`config.mk`:
```
export PLATFORM = sky130hd
export DESIGN_NAME = alu_seq_shifter
export DESIGN_NICKNAME = d
export VERILOG_FILES = /design/src/rtl/alu_pkg.sv /design/src/rtl/shift_step.sv /design/src/rtl/alu_seq_shifter.sv
export SDC_FILE = /design/constraint.sdc
export NUM_CORES = 1
export LEC_CHECK = 0
export BUFFER_PORTS_ARGS = -buffer_cell sky130_fd_sc_hd__clkbuf_2
export CAP_MARGIN = 20
export CORE_UTILIZATION = 54
export DETAILED_ROUTE_END_ITERATION = 8
export PLACE_DENSITY = 0.86
export SLEW_MARGIN = 5
export SYNTH_ARGS = -nofsm -noshare
export SYNTH_HDL_FRONTEND = slang
export SYNTH_HIERARCHICAL = 1
export SYNTH_SLANG_ARGS = --single-unit
export TNS_END_PERCENT = 100
```
`constraint.sdc`:
```
create_clock -name clk -period 2.45 [get_ports clk]
set_clock_uncertainty 0.15 [all_clocks]
set_input_delay 0.1225 -clock clk [delete_from_list [all_inputs] [get_ports clk]]
set_output_delay 0.1225 -clock clk [all_outputs]
set_load 0.01 [all_outputs]
```
`src/rtl/alu_pkg.sv`:
```
// Definitions shared by the ALU units: opcode encodings and the
// sequential-unit state type.
package alu_pkg;

    localparam logic [3:0] OP_SRL = 4'b0110;
    localparam logic [3:0] OP_SLL = 4'b0111;
    localparam logic [3:0] OP_SRA = 4'b1000;
    localparam logic [3:0] OP_ROR = 4'b1001;
    localparam logic [3:0] OP_ROL = 4'b1010;

    typedef enum logic [1:0] {
        IDLE,
        SHIFT,
        DONE
    } state_t;

    function automatic logic is_shift_op(input logic [3:0] op);
        return (op == OP_SRL) || (op == OP_SLL) || (op == OP_SRA) ||
               (op == OP_ROR) || (op == OP_ROL);
    endfunction

endpackage

```
`src/rtl/shift_step.sv`:
```
// Combinational shift/rotate of x by k (k <= STEP) positions, built from
// k single-bit moves so carry_out is naturally the last bit moved or wrapped.
module shift_step
    import alu_pkg::*;
#(
    parameter  int WIDTH = 6,
    parameter  int STEP  = 1,
    localparam int AMT_W = $clog2(WIDTH + 1)
) (
    input  logic [3:0]       op,
    input  logic [WIDTH-1:0] x,
    input  logic [AMT_W-1:0] k,
    output logic [WIDTH-1:0] x_next,
    output logic             carry_out
);

    always_comb begin
        x_next    = x;
        carry_out = 1'b0;
        for (int i = 0; i < STEP; i++) begin
            if (AMT_W'(i) < k) begin
                case (op)
                    OP_SRL: begin
                        carry_out = x_next[0];
                        x_next    = {1'b0, x_next[WIDTH-1:1]};
                    end
                    OP_SLL: begin
                        carry_out = x_next[WIDTH-1];
                        x_next    = {x_next[WIDTH-2:0], 1'b0};
                    end
                    OP_SRA: begin
                        carry_out = x_next[0];
                        x_next    = {x_next[WIDTH-1], x_next[WIDTH-1:1]};
                    end
                    OP_ROR: begin
                        carry_out = x_next[0];
                        x_next    = {x_next[0], x_next[WIDTH-1:1]};
                    end
                    OP_ROL: begin
                        carry_out = x_next[WIDTH-1];
                        x_next    = {x_next[WIDTH-2:0], x_next[WIDTH-1]};
                    end
                    default: ;
                endcase
            end
        end
    end

endmodule

```
`src/rtl/alu_seq_shifter.sv`:
```
// Multi-cycle shifter/rotator: moves operand A by up to STEP bits per clock,
// with valid/ready handshakes on both the operand and result sides.
module alu_seq_shifter
    import alu_pkg::*;
#(
    parameter  int WIDTH = 6,
    parameter  int STEP  = 1,
    localparam int AMT_W = $clog2(WIDTH + 1)
) (
    input  logic             clk,
    input  logic             rst_n,
    input  logic             in_valid,
    output logic             in_ready,
    input  logic [3:0]       instruction,
    input  logic [WIDTH-1:0] A,
    input  logic [WIDTH-1:0] B,
    output logic             out_valid,
    input  logic             out_ready,
    output logic [WIDTH-1:0] X,
    output logic             carry,
    output logic             zero,
    output logic             err
);

    localparam logic [AMT_W-1:0] STEP_A = AMT_W'(STEP);

    state_t           state, state_next;
    logic [AMT_W-1:0] rem;
    logic [AMT_W-1:0] k;
    logic [AMT_W-1:0] amt;
    logic [3:0]       op;
    logic [WIDTH-1:0] step_x;
    logic             step_carry;

    assign amt       = B[AMT_W-1:0];
    assign k         = (rem < STEP_A) ? rem : STEP_A;
    assign in_ready  = (state == IDLE);
    assign out_valid = (state == DONE);
    assign zero      = (X == '0);

    if (WIDTH > AMT_W) begin : g_unused_b
        logic unused_b;
        assign unused_b = ^B[WIDTH-1:AMT_W];
    end

    shift_step #(
        .WIDTH (WIDTH),
        .STEP  (STEP)
    ) u_shift_step (
        .op        (op),
        .x         (X),
        .k         (k),
        .x_next    (step_x),
        .carry_out (step_carry)
    );

    always_ff @(posedge clk or negedge rst_n) begin
        if (!rst_n) state <= IDLE;
        else        state <= state_next;
    end

    // Zero amounts and illegal opcodes skip SHIFT and report straight away.
    always_comb begin
        state_next = state;
        case (state)
            IDLE: begin
                if (in_valid) begin
                    if (amt == '0 || !is_shift_op(instruction)) state_next = DONE;
                    else                                        state_next = SHIFT;
                end
            end
            SHIFT:   if (rem <= STEP_A) state_next = DONE;
            DONE:    if (out_ready)     state_next = IDLE;
            default: state_next = IDLE;
        endcase
    end

    always_ff @(posedge clk or negedge rst_n) begin
        if (!rst_n) begin
            X     <= '0;
            rem   <= '0;
            op    <= '0;
            carry <= 1'b0;
            err   <= 1'b0;
        end else begin
            case (state)
                IDLE: begin
                    if (in_valid) begin
                        X     <= A;
                        rem   <= amt;
                        op    <= instruction;
                        carry <= 1'b0;
                        err   <= !is_shift_op(instruction);
                    end
                end
                SHIFT: begin
                    X     <= step_x;
                    carry <= step_carry;
                    rem   <= rem - k;
                end
                default: ;
            endcase
        end
    end

endmodule

```
==> qor.csv <==
metric,value,unit
hold_viol_final,0,
drive_above_1_share,0.285,
grt_usage,0.275,
row_count,18,
cap_violations,0,
drt_first_pass_iters,4,
cp_max_fo,14,
synth_area_leader_cell,dfrtp_1,
report.final.slew_viol_count,0,
layout_common_cells,"clkbuf_2 (27), dfrtp_1 (17), nor2b_1 (15), dlygate4sd3_1 (13)",
htree_levels,1,
drtIter0Drc,61,
clk_latency,290,ps
p_leak,0.000729,µW
fin_crit,2150,ps
startpoint,op[2],
dieArea,0.00278,mm²
tightest_slew,742,ps
hold_path_class,primary input to flip-flop,
synthDistinctLibCells,44,
gp_congestion,0.904,
vias,1345,
final_common_cell,clkbuf_2,
syn2layout_area_growth,20.0,%
start_kind,flip-flop,
rrSetupSlack,300,ps
ios,31,
cts.sinks,17,
cp_cell_sequence,nor2b_4 > a22oi_4 > nor2_4 > mux2_4 > a22oi_1 > o21ai_0,
synthArstFlopShare,1.00,
reg2reg_from,op[2],
cp_data_arrival_time,2170,ps
path_class,flip-flop to flip-flop,
grt_max_degree,20,
slew_headroom,0.505,
ir_drop,0.688,mV
dpl.hpwl,2.33,mm
die_h,52.7,µm
start_util,0.566,
yosysWarnings,6,
cts_resized,0,
critPathSlowestCell,dfrtp_1,
critPathTopFamily,flip-flops,
regArea,425,µm²
rsz0062_at_grt,false,
synth_seq_cells,17,
cts_tree,built,
outcome,completed,
yosys.area.top_type_share,0.306,
avgViaCountPerCell,6.23,
antenna_found_initial,0,
nets,209,
cp_num_buf_inv,0,
io_buffers,27,
power,2030,µW
setup_viol,0,
hold_start,B[0],
seq_area_frac_synth,0.306,
synthCells,151,
cts_buffers,3,
synth.avg_cell_area,9.20,µm²
final_antenna_net_count,0,
wire_per_inst,16.0,µm
fmax,466,MHz
synth-edff-count,0,
power_density,1220,mW/mm²
ys.flop_type,dfrtp_1,
cpPeakStageDelay,620,ps
postCtsSetupBuffers,0,
worst_slack,303,ps
cts_root_buffer,clkbuf_4,
die_width,52.7,µm
coreArea,0.00245,mm²
wl,3.46,mm
drc,0,
antenna_cells,0,
place_worst_setup_slack,332,ps
cts.path.max_buffers,2,
fillers,198,
multi_input_area,882,µm²
globalRoute.totalOverflow,0,
post-route-period-util,0.876,
worstPathRequired,2470,ps
tns,0,ps
synthTopCellsByArea,"dfrtp_1 (31%), nor2b_1 (6.8%), mux2_4 (5.4%)",
clkSlewWorstSetupHoldPaths,100,ps
grt_pass1_wl,5.62,mm
grt_pass1_vias,1164,
setup.worst_path.end_class,flip-flop,
synth_area,0.00139,mm²
==> cell usage after synthesis (all sizes together), types with 3 or more instances <==
cell type,count
inv,4
a21oi,9
a2bb2oi,5
dfrtp,17
nor2,4
nor3,6
mux2,5
a22oi,8
a211oi,5
a31o,4
clkbuf,3
buf,9
and4bb,4
nor2b,17
a22o,3
o21ai,15
nand2,11
==> metal layers <==
| metal | part of all wire | track usage |
|---|---|---|
| met2 | 0.50 | 0.449 |
| met3 | 0.062 | 0.0435 |
| met1 | 0.42 | 0.354 |
| met4 | 0.012 | 0.123 |
| met5 | 0 | 0 |
==> sequential cells by signal (all words and copies together) (netlist names) <==
name and flops:
err 1, X 6, op 4, state 2, carry 1, rem 3
==> power by group <==
group,total [µW],switching (µW),leakage (µW),internal [µW]
registers,757,345,0.000206,412
logic,1130,532,0.000508,596
clock network,150,86.6,0.0000150,63.2
total,2030,964,0.000729,1070
==> through the flow <==
step                      cell area [µm²]  std cells  hold WS (ps)   util
after global routing                 1670        216          16.6  0.679
after detailed placement             1510        199         -68.3  0.615
after global placement               1510        199         -76.0  0.615
after floorplan                      1390        152          -323      -
after CTS                            1670        216          2.32  0.679
final                                1670        216          10.5  0.679
==> logic make-up (layout without fill, tap and decap cells) <==
logic type / after synthesis / count (layout) / share of synthesized area
AO/OA/AOI/OAI: 59 / 59 / 0.306
AND/OR/NAND/NOR: 51 / 51 / 0.251
flip-flops: 17 / 17 / 0.306
buffers and inverters: 16 / 50 / 0.0613
multiplexers: 5 / 5 / 0.0541
adder cells (fa/ha/maj): 2 / 2 / 0.0180
other: 1 / 2 / 0.00270
==> worst min-delay path: cells and delay by family <==
kind	cells	cell delay, ps
simple gates	1	100
compound gates	1	90
buf+inv	1	80
==> final timing paths <==
check | to | depth (start not counted)
max reg2reg | X[0] | 6
min reg2reg | X[5] | 1
max in group asynchronous | op[0] | 2
max | X[0] | 6
min in group asynchronous | X[2] | 2
min | rem[0] | 3
==> layout make-up <==
cell class,count,share of cell area
Clock buffer,4,0.0158
Timing Repair Buffer,42,0.168
Tap cell,30,0.0225
Inverter,4,0.00901
Sequential cell,17,0.255
Multi-Input combinational cell,119,0.529
==> what timing repair did <==
| action | in CTS | in global routing |
|---|---|---|
| hold buffers | 13 | 0 |
| endpoints found under the hold margin | 29 | 0 |
| endpoints found under the setup margin | 0 | 0 |
Note: power is estimated with default switching activity, not from simulation.
